File: config.mk
export PLATFORM = sky130hd
export DESIGN_NAME = sync_fifo_pf
export DESIGN_NICKNAME = d
export VERILOG_FILES = /design/src/rtl/sync_fifo_pf_pkg.sv /design/src/rtl/sync_fifo_pf_mem.sv /design/src/rtl/sync_fifo_pf.sv
export SDC_FILE = /design/constraint.sdc
export NUM_CORES = 1
export LEC_CHECK = 0
export CORE_MARGIN = 2
export CORE_UTILIZATION = 45
export CTS_CLUSTER_DIAMETER = 120
export DETAILED_ROUTE_END_ITERATION = 10
export PLACE_DENSITY = 0.62
export SYNTH_ARGS = -nofsm -noshare
export SYNTH_HDL_FRONTEND = slang
export SYNTH_SLANG_ARGS = --single-unit
File: constraint.sdc
create_clock -name clk -period 5.3 [get_ports clk]
set_input_delay 1.06 -clock clk [delete_from_list [all_inputs] [get_ports clk]]
set_output_delay 1.06 -clock clk [all_outputs]
set_load 0.02 [all_outputs]
File: src/rtl/sync_fifo_pf_pkg.sv
// sync_fifo_pf_pkg: sizing helpers and reset values shared by the single-clock FIFO.
package sync_fifo_pf_pkg;

    function automatic int depth_f(input int asize);
        return 1 << asize;
    endfunction

    // One extra bit so a full FIFO (DEPTH words) is distinguishable from empty.
    function automatic int cnt_w_f(input int asize);
        return asize + 1;
    endfunction

    typedef struct packed {
        logic wfull;
        logic rempty;
        logic almost_full;
        logic almost_empty;
        logic ovf;
        logic udf;
    } flags_t;

    localparam flags_t FLAGS_RST = '{
        wfull: 1'b0, rempty: 1'b1, almost_full: 1'b0,
        almost_empty: 1'b1, ovf: 1'b0, udf: 1'b0
    };

    localparam logic RDATA_RST = 1'b0;

endpackage

File: src/rtl/sync_fifo_pf_mem.sv
// sync_fifo_pf_mem: DEPTH x DSIZE register array, one write port, asynchronous read port.
module sync_fifo_pf_mem
    import sync_fifo_pf_pkg::*;
#(
    parameter int DSIZE = 8,
    parameter int ASIZE = 4
) (
    input  logic             clk,
    input  logic             we,
    input  logic [ASIZE-1:0] waddr,
    input  logic [DSIZE-1:0] wdata,
    input  logic [ASIZE-1:0] raddr,
    output logic [DSIZE-1:0] rdata
);

    logic [DSIZE-1:0] mem_q [depth_f(ASIZE)];

    always_ff @(posedge clk) begin
        if (we) mem_q[waddr] <= wdata;
    end

    assign rdata = mem_q[raddr];

endmodule

File: src/rtl/sync_fifo_pf.sv
// sync_fifo_pf: single-clock FIFO with registered flags, thresholds, fill count and sticky errors.
// Define SYNC_FIFO_PF_FWFT_EN for first-word-fall-through read data.
module sync_fifo_pf
    import sync_fifo_pf_pkg::*;
#(
    parameter int DSIZE  = 8,
    parameter int ASIZE  = 4,
    parameter int AFULL  = 2**ASIZE - 2,
    parameter int AEMPTY = 1
) (
    input  logic             clk,
    input  logic             rst_n,
    input  logic [DSIZE-1:0] wdata,
    input  logic             winc,
    input  logic             rinc,
    input  logic             err_clr,
    output logic [DSIZE-1:0] rdata,
    output logic             wfull,
    output logic             rempty,
    output logic             almost_full,
    output logic             almost_empty,
    output logic [ASIZE:0]   count,
    output logic             ovf,
    output logic             udf
);

    localparam int DEPTH = depth_f(ASIZE);
    localparam int CW    = cnt_w_f(ASIZE);

    if (AFULL < 1 || AFULL > DEPTH || AEMPTY < 0 || AEMPTY >= DEPTH) begin : g_bad_cfg
        $fatal(1, "sync_fifo_pf: AFULL must be 1..DEPTH and AEMPTY 0..DEPTH-1");
    end

    logic [CW-1:0]    wptr_q, wptr_d, rptr_q, rptr_d, count_q, count_d;
    flags_t           flags_q, flags_d;
    logic             we, re;
    logic [DSIZE-1:0] mem_rdata;

    // Flags derive from next count so they always agree with count.
    always_comb begin
        we                   = winc & ~flags_q.wfull;
        re                   = rinc & ~flags_q.rempty;
        wptr_d               = wptr_q + CW'(we);
        rptr_d               = rptr_q + CW'(re);
        count_d              = count_q + CW'(we) - CW'(re);
        flags_d.wfull        = count_d == CW'(DEPTH);
        flags_d.rempty       = count_d == '0;
        flags_d.almost_full  = count_d >= CW'(AFULL);
        flags_d.almost_empty = count_d <= CW'(AEMPTY);
        flags_d.ovf          = (winc & flags_q.wfull) | (flags_q.ovf & ~err_clr);
        flags_d.udf          = (rinc & flags_q.rempty) | (flags_q.udf & ~err_clr);
    end

    always_ff @(posedge clk or negedge rst_n) begin
        if (!rst_n) begin
            wptr_q  <= '0;
            rptr_q  <= '0;
            count_q <= '0;
            flags_q <= FLAGS_RST;
        end else begin
            wptr_q  <= wptr_d;
            rptr_q  <= rptr_d;
            count_q <= count_d;
            flags_q <= flags_d;
        end
    end

    sync_fifo_pf_mem #(.DSIZE(DSIZE), .ASIZE(ASIZE)) u_mem (
        .clk   (clk),
        .we    (we),
        .waddr (wptr_q[ASIZE-1:0]),
        .wdata (wdata),
        .raddr (rptr_q[ASIZE-1:0]),
        .rdata (mem_rdata)
    );

`ifdef SYNC_FIFO_PF_FWFT_EN
    assign rdata = mem_rdata;
`else
    logic [DSIZE-1:0] rdata_q;

    always_ff @(posedge clk or negedge rst_n) begin
        if (!rst_n) rdata_q <= {DSIZE{RDATA_RST}};
        else if (re) rdata_q <= mem_rdata;
    end

    assign rdata = rdata_q;
`endif

    assign count        = count_q;
    assign wfull        = flags_q.wfull;
    assign rempty       = flags_q.rempty;
    assign almost_full  = flags_q.almost_full;
    assign almost_empty = flags_q.almost_empty;
    assign ovf          = flags_q.ovf;
    assign udf          = flags_q.udf;

endmodule

==> insert_results.sql, run 1 <==
INSERT INTO impl_metrics (metric_group, metric, value, unit) VALUES
('outcome', 'status', 'finished clean', ''),
('cells_and_area', 'antenna_cells_inserted', '0', ''),
('cells_and_area', 'layout-area-overhead-vs-synth', '17.1', '%'),
('setup_path', 'critical-path-top-delay-family', 'buffers and inverters', ''),
('cells_and_area', 'area_of_the_multi_input_gates', '1480', 'sq um'),
('clock_network', 'cts.htree.levels', '4', ''),
('clock_network', 'clockRootBuffer', 'clkbuf_16', ''),
('floorplan', 'initial_core_util', '46.2', '%'),
('detailed_routing', 'detail-route-antenna-nets', '0', ''),
('timing', 'timing.fmax', '0.317', 'GHz'),
('setup_path', 'cp_num_buf_inv', '2', ''),
('floorplan', 'ioPinCount', '32', ''),
('cells_and_area', 'most-common-layout-cells', 'edfxtp_1 (128), mux2i_1 (32), clkdlybuf4s50_1 (31)', ''),
('grt', 'first_global_vias', '3134', ''),
('synth', 'synth_top_cells_by_area', 'edfxtp_1 (63%), dfrtp_1 (10%), mux2i_1 (5.2%)', ''),
('timing', 'rsz0062_at_grt', 'no', ''),
('detailed_routing', 'route.detailed.drc', '0', ''),
('timing', 'finalSetupTns', '0', 'ns'),
('clock_network', 'tritoncts', 'done', ''),
('grt', 'gr_usage_total', '18.1', '%'),
('grt', 'globalRouteOverflowTotal', '0', ''),
('timing', 'post-route-period-util', '59.6', '%'),
('grt', 'antenna_found_initial', '0', ''),
('detailed_routing', 'avgRoutedWirePerCell', '21.0', 'um'),
('clock_network', 'cts_made_buffers', '17', ''),
('place', 'dpl.cell_count', '536', ''),
('setup_path', 'cp_cell_sequence', 'clkdlybuf4s50_1 > nor2b_1 > buf_4 > xnor2_1 > ha_1 > fa_1 > a21o_1 > a21oi_1 > xnor2_1 > nor4bb_1', ''),
('timing', 'max_slew.worst_pin.slew', '1.21', 'ns'),
('worst_hold_path', 'holdCritPathClass', 'flip-flop to flip-flop', ''),
('power', 'leakagePower', '0.00252', 'uW'),
('detailed_routing', 'initialDrtViolationCount', '170', ''),
('grt', 'global_route_wire_length_before_repair', '18500', 'um'),
('power', 'power-per-cell-area', '583', 'nW/um^2'),
('cells_and_area', 'finish.cell_count_without_fillers', '568', ''),
('place', 'dp_hpwl', '7430', 'um'),
('clock_network', 'cts_repair_resize_count', '0', ''),
('floorplan', 'floorplan.die.height', '121', 'um'),
('floorplan', 'placementRows', '42', ''),
('setup_path', 'worst_reg2reg_setup_slack', '2.80', 'ns'),
('setup_path', 'nature_of_the_critical_path_endpoint', 'flip-flop', ''),
('floorplan', 'core_region_area', '13200', 'sq um'),
('place', 'port_buffers', '31', ''),
('setup_path', 'critPathLaunchType', 'primary input', ''),
('clock_network', 'worst_skew_pair.late_latency', '0.42', 'ns'),
('synth', 'postSynthNetCount', '360', ''),
('synth', 'syn_area', '6120', 'sq um'),
('detailed_routing', 'vias', '3056', ''),
('cells_and_area', 'fillerInstances', '1037', ''),
('clock_network', 'post_cts_hold_buffer_count', '0', ''),
('setup_path', 'worstPathRequired', '5.62', 'ns'),
('synth', 'synth_warnings', '0', ''),
('setup_path', 'critical_path.most_common_cell', 'xnor2_1', ''),
('synth', 'synth_edf_count', '128', ''),
('setup_path', 'critPathKind', 'primary input to flip-flop', ''),
('timing', 'final-setup-viol-count', '0', ''),
('setup_path', 'cp_data_arrival_time', '3.48', 'ns'),
('synth', 'async_flop_share', '17.4', '%'),
('timing', 'final_hold_viol_count', '0', ''),
('synth', 'yosys.cell_types.count', '35', ''),
('grt', 'grt_start_max_net_pins', '35', ''),
('synth', 'synthesis.instances', '339', ''),
('detailed_routing', 'vias_per_cell', '5.38', ''),
('setup_path', 'worst_path_largest_cell_delay', '0.47', 'ns'),
('power', 'worst_ir_drop_on_vdd', '0.238', 'mV'),
('setup_path', 'critical_path.slowest_cell', 'clkdlybuf4s50_1', ''),
('clock_network', 'cts_max_path_buffers', '2', ''),
('power', 'finalPower', '4180', 'uW'),
('clock_network', 'cts_post_setup_buffers_inserted', '0', ''),
('synth', 'synthesis.area_per_instance', '18.1', 'sq um'),
('cells_and_area', 'layout-drive-gt1-share', '15.3', '%'),
('run', 'number_of_maximum_capacitance_violations', '0', '');
## synth_stat cells, types with 7 or more instances
library cell    n
nor2_1         21
mux4_1          7
ha_1            7
edfxtp_1      128
mux2_2          8
buf_2           7
nand2_1         7
mux2i_1        32
mux4_2          9
o22ai_1        21
nor3_1         13
inv_1           7
dfrtp_1        25
## power by group
group	leakage (uW)	internal (uW)	switching, uW
Combinational	0.000767	598	667
Clock	0.000279	715	458
Sequential	0.00147	1530	208
## stage by stage
step                      worst slack [ns]  cell area, sq um  util, %
after floorplan                       2.20              6120        -
after global placement                1.72              6590     49.8
after detailed placement              1.73              6590     49.8
after CTS                             2.13              7170     54.2
after global routing                  1.94              7170     54.2
final                                 2.14              7170     54.2
## sequential cells by signal, summed over array words and instances (netlist names), 4 cells and up
signal,flops
rdata,8
wptr_q,4
count,5
u_mem.mem_q,128
rptr_q,4
## area by class of cell
type / count / share of cell area, %
flip-flops and latches: 155 / 63.1
clock inverters: 11 / 1.67
repair buffers: 35 / 4.74
inverters: 7 / 0.366
well taps: 176 / 3.07
clock buffers: 21 / 6.42
multi-input cells: 163 / 20.7
## metal layers
metal / global-route usage, % / up-vias / wire length (um)
li1: - / 1406 / -
met1: 24.8 / 1573 / 5450
met2: 28.2 / 69 / 5890
met3: 4.39 / 8 / 457
met4: 6.76 / 0 / 124
met5: 0 / - / 0
## logic make-up (layout without fill, tap and decap cells)
group | Yosys count | in the layout | share of synthesized area, %
flip-flops | 155 | 155 | 73.8
XOR/XNOR | 10 | 10 | 1.43
AND/OR/NAND/NOR | 58 | 58 | 4.54
AO/OA/AOI/OAI | 31 | 31 | 3.47
adder cells (fa/ha/maj) | 8 | 8 | 1.76
multiplexers | 56 | 56 | 13.0
buffers and inverters | 21 | 74 | 1.94
## worst paths after layout
check,start,end,cells after the start
min in group asynchronous,rst_n,count[3],2
max,rinc,wfull,10
max reg2reg,rempty,wfull,9
min reg2reg,rptr_q[3],rptr_q[3],1
max in group asynchronous,rst_n,rempty,2
min,rptr_q[3],rptr_q[3],1
Note: power is estimated with default switching activity, not from simulation.
==> run 2, diff against run 1 <==
Settings changed: PLACE_DENSITY 0.62 to 0.64.
Clock period 5.3 ns to 2.7 ns, I/O delays scaled along.
==> insert_results.sql, run 2 (synthesis results as in run 1) <==
INSERT INTO impl_metrics (metric_group, metric, value, unit) VALUES
('detailed_routing', 'vias_per_cell', '5.36', ''),
('place', 'dp_hpwl', '7640', 'um'),
('detailed_routing', 'initialDrtViolationCount', '288', ''),
('power', 'leakagePower', '0.00266', 'uW'),
('floorplan', 'floorplan.die.height', '121', 'um'),
('grt', 'gr_usage_total', '18.4', '%'),
('detailed_routing', 'detail-route-antenna-nets', '0', ''),
('clock_network', 'tritoncts', 'done', ''),
('timing', 'timing_max_transition_violations_final', '0', ''),
('setup_path', 'cp-endpoint', 'wfull', ''),
('setup_path', 'nature_of_the_critical_path_endpoint', 'flip-flop', ''),
('timing', 'skew', '0.00589', 'ns'),
('timing', 'timing.fmax', '0.392', 'GHz'),
('clock_network', 'worst_skew_pair.late_latency', '0.41', 'ns'),
('cells_and_area', 'layout-drive-gt1-share', '20.7', '%'),
('setup_path', 'worstPathRequired', '3.01', 'ns'),
('cells_and_area', 'max_flop_register', 'u_mem.mem_q', ''),
('place', 'port_buffers', '31', ''),
('clock_network', 'cts_max_path_buffers', '2', ''),
('timing', 'final-setup-viol-count', '0', ''),
('timing', 'rsz0062_at_grt', 'no', ''),
('floorplan', 'die-width', '121', 'um'),
('place', 'routabilityCongestion', '0.769', ''),
('timing', 'timing.slew.headroom', '54.8', '%'),
('timing', 'final_period_minus_worst_setup_slack', '2.55', 'ns'),
('power', 'worst_ir_drop_on_vdd', '0.533', 'mV'),
('setup_path', 'critPathKind', 'primary input to flip-flop', ''),
('timing', 'final_hold_viol_count', '0', ''),
('setup_path', 'worst_reg2reg_setup_slack', '0.31', 'ns'),
('floorplan', 'initial_core_util', '46.2', '%'),
('floorplan', 'ioPinCount', '32', ''),
('cells_and_area', 'mostFrequentLayoutCell', 'edfxtp_1', ''),
('clock_network', 'cts.htree.levels', '4', ''),
('timing', 'max_slew.worst_pin.slew', '0.676', 'ns'),
('cells_and_area', 'stdcell_area', '7380', 'sq um'),
('clock_network', 'clock_sinks', '155', ''),
('cells_and_area', 'layout-area-overhead-vs-synth', '20.5', '%'),
('timing', 'worst_hold_margin', '0.494', 'ns'),
('cells_and_area', 'most-common-layout-cells', 'edfxtp_1 (128), mux2i_1 (32), clkdlybuf4s50_1 (31)', ''),
('place', 'postPlaceCellArea', '6770', 'sq um'),
('setup_path', 'crit_path_max_fanout', '5', ''),
('detailed_routing', 'route.detailed.drc', '0', ''),
('clock_network', 'cts_post_setup_buffers_inserted', '0', ''),
('setup_path', 'cp_data_arrival_time', '2.86', 'ns'),
('grt', 'antenna_found_initial', '0', ''),
('cells_and_area', 'antenna_cells_inserted', '0', ''),
('cells_and_area', 'finish.net_count', '424', ''),
('outcome', 'status', 'finished clean', ''),
('grt', 'grt_start_max_net_pins', '28', ''),
('grt', 'globalRouteOverflowTotal', '0', ''),
('setup_path', 'timing.critical_path.from', 'rinc', ''),
('setup_path', 'worstReg2RegStart', 'rempty', ''),
('clock_network', 'cts.clk_slew.worst_paths', '0.06', 'ns'),
('worst_hold_path', 'holdCritPathClass', 'flip-flop to flip-flop', ''),
('setup_path', 'critPathLaunchType', 'primary input', ''),
('detailed_routing', 'drtPass1Iterations', '5', ''),
('power', 'power-per-cell-area', '1150', 'nW/um^2'),
('detailed_routing', 'avgRoutedWirePerCell', '20.3', 'um'),
('detailed_routing', 'vias', '3172', ''),
('grt', 'global_route_wire_length_before_repair', '19100', 'um'),
('floorplan', 'dieArea', '14600', 'sq um'),
('detailed_routing', 'wl', '12000', 'um'),
('grt', 'first_global_vias', '3281', ''),
('timing', 'post-route-period-util', '94.5', '%'),
('clock_network', 'clockRootBuffer', 'clkbuf_16', ''),
('setup_path', 'rr_worst_depth', '8', ''),
('setup_path', 'reg2reg_end', 'wfull', ''),
('clock_network', 'cts_made_buffers', '17', ''),
('floorplan', 'placementRows', '42', ''),
('floorplan', 'core_region_area', '13200', 'sq um'),
('run', 'number_of_maximum_capacitance_violations', '0', ''),
('worst_hold_path', 'hold_start', 'rptr_q[3]', ''),
('cells_and_area', 'largest_register_ff_count', '128', '');
-- run 2: changes by cell type in the layout (fill, tap and decap cells not counted), sizes merged --
cell	change
clkinv	+2
bufinv	+1
buf	+24
clkbuf	-3
-- run 2: how the worst min path moves through the flow --
stage | slack (ns) | cells after the start | end
3_3_place_gp | 0.48 | 1 | rptr_q[3]
4_1_cts | 0.50 | 1 | rptr_q[3]
3_5_place_dp | 0.49 | 1 | rptr_q[3]
6_report | 0.49 | 1 | rptr_q[3]
2_1_floorplan | 0.24 | 0 | almost_full
5_1_grt | 0.52 | 2 | count[4]
-- run 2: routing by layer --
layer	vias up	part of all wire [%]	GRT usage [%]
li1	1456	-	-
met1	1634	45	25.5
met2	71	49	28.7
met3	11	5.2	5.00
met4	0	1.2	5.67
met5	-	0	0
-- run 2: power breakdown --
part	internal [uW]	total, uW	switching, uW
Clock	1440	2330	889
Sequential	3010	3300	291
Combinational	1370	2850	1480
-- run 2: critical path, stage by stage --
cell and delay, ns:
clkdlybuf4s50_1 0.47, nor2b_2 0.21, xnor2_1 0.09, ha_1 0.21, fa_1 0.40, a21o_1 0.17
a21oi_1 0.23, xnor2_2 0.19, nor4bb_4 0.34
-- run 2: repair_timing --
item	4_1_cts	5_1_grt
hold endpoints to repair	0	0
resized for setup	0	4
setup endpoints to repair	0	1
hold buffers	0	0
-- run 2: stage by stage --
| step | setup slack [ns] | util (%) | std cells | power, uW | TNS [ns] |
|---|---|---|---|---|---|
| after detailed placement | -0.345 | 51.1 | 560 | 6110 | -0.836 |
| after global placement | -0.249 | 51.1 | 560 | 6060 | -0.584 |
| after floorplan | 0.119 | - | 339 | 5160 | 0 |
| final | 0.149 | 55.7 | 592 | 8480 | 0 |
| after global routing | 0.00838 | 55.7 | 592 | 8950 | 0 |
| after CTS | 0.0680 | 55.5 | 592 | 8450 | 0 |
-- run 2: layout make-up --
cell class / count / area [sq um]
inverters: 7 / 26.3
clock inverters: 14 / 154
repair buffers: 59 / 520
fillers: 1046 / 5860
clock buffers: 18 / 429
multi-input cells: 163 / 1510
well taps: 176 / 220
flip-flops and latches: 155 / 4520
==> run 3, diff against run 2 <==
Settings changed: ABC_AREA set to 1, HOLD_SLACK_MARGIN set to 0.12.
==> insert_results.sql, run 3 <==
INSERT INTO impl_metrics (metric_group, metric, value, unit) VALUES
('timing', 'skew', '0.00702', 'ns'),
('clock_network', 'tritoncts', 'done', ''),
('cells_and_area', 'max_flop_register', 'u_mem.mem_q', ''),
('timing', 'timing.fmax', '0.427', 'GHz'),
('setup_path', 'critical_path.most_common_cell', 'nand2_1', ''),
('place', 'dp_hpwl', '9060', 'um'),
('setup_path', 'critical_path.slowest_cell', 'dfstp_2', ''),
('floorplan', 'core_region_area', '13800', 'sq um'),
('setup_path', 'cp_num_buf_inv', '2', ''),
('grt', 'global_route_wire_length_before_repair', '22100', 'um'),
('timing', 'final-setup-viol-count', '0', ''),
('run', 'number_of_maximum_capacitance_violations', '0', ''),
('synth', 'synthesis.instances', '555', ''),
('detailed_routing', 'avgRoutedWirePerCell', '17.7', 'um'),
('clock_network', 'worst_skew_pair.late_latency', '0.42', 'ns'),
('synth', 'synth_edf_count', '128', ''),
('floorplan', 'die-width', '123', 'um'),
('setup_path', 'rr_worst_depth', '10', ''),
('synth', 'post-synth-top-area-cell', 'edfxtp_1', ''),
('detailed_routing', 'drtPass1Iterations', '5', ''),
('place', 'postPlaceCellArea', '6950', 'sq um'),
('setup_path', 'nature_of_the_critical_path_endpoint', 'flip-flop', ''),
('grt', 'gr-usage-met2', '33.1', '%'),
('outcome', 'status', 'finished clean', ''),
('worst_hold_path', 'hold_start', 'rptr_q[3]', ''),
('cells_and_area', 'antenna_cells_inserted', '0', ''),
('grt', 'gr_usage_total', '20.7', '%'),
('setup_path', 'cp_cell_sequence', 'inv_1 > nand2_1 > clkinv_1 > o21ai_0 > nand2_1 > ha_1 > fa_1 > xor2_1 > or2_0 > nor3_1', ''),
('cells_and_area', 'finish.utilization', '54.6', '%'),
('detailed_routing', 'route.detailed.drc', '0', ''),
('synth', 'synth_flop_type', 'edfxtp_1', ''),
('setup_path', 'critical_path_cell_count', '10', ''),
('power', 'pwr-share-comb', '34.3', '%'),
('grt', 'grt_busiest_layer', 'met2', ''),
('setup_path', 'reg2reg_end', 'almost_empty', ''),
('clock_network', 'clock_sinks', '155', ''),
('cells_and_area', 'finish.net_count', '630', ''),
('floorplan', 'placementRows', '43', ''),
('synth', 'postSynthNetCount', '576', ''),
('synth', 'async_flop_share', '17.4', '%'),
('timing', 'timing_max_transition_violations_final', '0', ''),
('worst_hold_path', 'holdCritPathClass', 'flip-flop to flip-flop', ''),
('synth', 'yosys.cell_types.count', '27', ''),
('setup_path', 'worst_path_largest_cell_delay', '0.54', 'ns'),
('floorplan', 'ioPinCount', '32', ''),
('grt', 'global_route.usage.met1', '27.8', '%'),
('synth', 'synth_warnings', '0', ''),
('grt', 'gr-usage-met3', '3.86', '%'),
('cells_and_area', 'layout-area-overhead-vs-synth', '18.8', '%'),
('setup_path', 'worstReg2RegStart', 'rempty', ''),
('synth', 'syn_area', '6360', 'sq um'),
('clock_network', 'cts.clk_slew.worst_paths', '0.06', 'ns'),
('cells_and_area', 'most-common-layout-cells', 'nand2_1 (204), edfxtp_1 (128), nand3_1 (81)', ''),
('timing', 'final_period_minus_worst_setup_slack', '2.34', 'ns'),
('place', 'routabilityCongestion', '0.837', ''),
('floorplan', 'initial_core_util', '46.0', '%'),
('detailed_routing', 'initialDrtViolationCount', '381', ''),
('clock_network', 'clockRootBuffer', 'clkbuf_16', ''),
('worst_hold_path', 'timing.hold.worst_path_depth', '1', ''),
('grt', 'first_global_vias', '4027', ''),
('synth', 'synthTopCellsByCount', 'nand2_1 (204), edfxtp_1 (128), nand3_1 (81), nor2_1 (31), dfrtp_1 (25)', ''),
('synth', 'synthesis.area_per_instance', '11.5', 'sq um'),
('cells_and_area', 'largest_register_ff_count', '128', ''),
('synth', 'yosys.cell_count.top_type', 'nand2_1', ''),
('grt', 'antenna_found_initial', '0', ''),
('setup_path', 'crit_path_max_fanout', '4', ''),
('power', 'power_frac_seq', '37.4', '%'),
('power', 'clockPowerShare', '28.3', '%'),
('detailed_routing', 'wl', '14200', 'um'),
('synth', 'yosys.area.top_type_share', '60.4', '%'),
('setup_path', 'critPathLaunchType', 'flip-flop', ''),
('power', 'power-per-cell-area', '1130', 'nW/um^2'),
('detailed_routing', 'vias', '4144', ''),
('floorplan', 'floorplan.die.height', '123', 'um'),
('place', 'dpl.cell_count', '770', ''),
('timing', 'post-route-period-util', '86.7', '%'),
('power', 'power_switching_share', '35.7', '%'),
('setup_path', 'worstPathRequired', '3.04', 'ns'),
('detailed_routing', 'vias_per_cell', '5.17', ''),
('setup_path', 'cp_data_arrival_time', '2.68', 'ns'),
('setup_path', 'critical-path-top-delay-family', 'simple AND/OR/NAND/NOR gates', ''),
('synth', 'synth_top_cells_by_area', 'edfxtp_1 (60%), nand2_1 (12%), dfrtp_1 (9.8%)', ''),
('clock_network', 'cts_repair_resize_count', '0', ''),
('synth', 'synth-seq-cells', '155', ''),
('setup_path', 'critPathKind', 'flip-flop to flip-flop', ''),
('grt', 'globalRouteOverflowTotal', '0', ''),
('floorplan', 'dieArea', '15100', 'sq um'),
('cells_and_area', 'stdcell_area', '7560', 'sq um'),
('synth', 'synth_seq_area_share', '71.1', '%'),
('clock_network', 'cts_post_setup_buffers_inserted', '0', ''),
('timing', 'final_hold_viol_count', '0', ''),
('setup_path', 'worst_reg2reg_setup_slack', '0.36', 'ns'),
('clock_network', 'post_cts_hold_buffer_count', '0', ''),
('cells_and_area', 'finish.cell_count_without_fillers', '802', ''),
('cells_and_area', 'mostFrequentLayoutCell', 'nand2_1', ''),
('clock_network', 'cts.htree.levels', '4', ''),
('power', 'leakagePower', '0.00298', 'uW'),
('timing', 'worst_hold_margin', '0.475', 'ns'),
('timing', 'timing.slew.headroom', '42.8', '%'),
('detailed_routing', 'detail-route-antenna-nets', '0', ''),
('timing', 'max_slew.worst_pin.slew', '0.855', 'ns'),
('timing', 'finalSetupTns', '0', 'ns'),
('cells_and_area', 'layout-drive-gt1-share', '10.6', '%'),
('timing', 'rsz0062_at_grt', 'no', ''),
('clock_network', 'cts_made_buffers', '17', ''),
('place', 'port_buffers', '31', ''),
('clock_network', 'cts_max_path_buffers', '2', ''),
('power', 'p_switching', '3060', 'uW'),
('power', 'internal_power', '5510', 'uW'),
('power', 'worst_ir_drop_on_vdd', '0.749', 'mV'),
('worst_hold_path', 'whs_endpoint', 'rptr_q[3]', ''),
('grt', 'grt_start_max_net_pins', '66', '');
run 3: changes by cell type after synthesis, sizes merged, moves of 8 or more:
cell and delta:
nand2 +198, nand3 +78, mux2i -32, o22ai -24, a21oi +16, mux4 -16, nor2 +11, nor3 -11
inv +10, buf +9, mux2 -8
run 3: cell families after synthesis:
logic type                 Yosys count  synth area share, %
xor gates and xnor gates             7                 1.08
and+or+nand+nor                    322                 21.0
adders and majority gates            8                 1.69
DFF                                155                 71.1
AOI/OAI and AO/OA                   22                 1.77
buffers and inverters               41                 3.40
run 3: worst max path at each step:
stage	start	end	slack, ns
after CTS	rempty	almost_empty	0.33
after global placement	winc	almost_empty	0.01
after detailed placement	winc	almost_empty	-0.04
final	rempty	almost_empty	0.36
after global routing	rempty	almost_empty	0.17
after floorplan	rempty	almost_empty	0.25
run 3: final cells by class:
| cell class | count | area, sq um |
|---|---|---|
| clock buffers | 17 | 425 |
| clock inverters | 15 | 180 |
| fillers | 1167 | 6270 |
| inverters | 18 | 67.6 |
| multi-input cells | 359 | 1620 |
| flip-flops and latches | 155 | 4520 |
| well taps | 180 | 225 |
| repair buffers | 58 | 513 |
run 3: power groups by stage:
stage | logic (uW) | clock network (uW) | registers, uW
after floorplan | 1900 | 0 | 3330
after global placement | 2890 | 0 | 3240
after detailed placement | 2940 | 0 | 3250
after CTS | 2950 | 2460 | 3210
after global routing | 3290 | 2560 | 3240
final | 2940 | 2430 | 3200
run 3: metal layers:
layer  up-vias  wire [um]  part of all wire (%)
met5         -          0                     0
met1      1996       6120                    43
met2       130       7020                    49
li1       1995          -                     -
met3        23        800                   5.6
met4         0        276                   1.9
run 3: stage by stage:
| step | total power, uW | worst slack (ns) |
|---|---|---|
| finish | 8570 | 0.358 |
| global route | 9100 | 0.166 |
| CTS | 8620 | 0.328 |
| detailed placement | 6190 | -0.0448 |
| global placement | 6130 | 0.0116 |
| floorplan | 5230 | 0.250 |
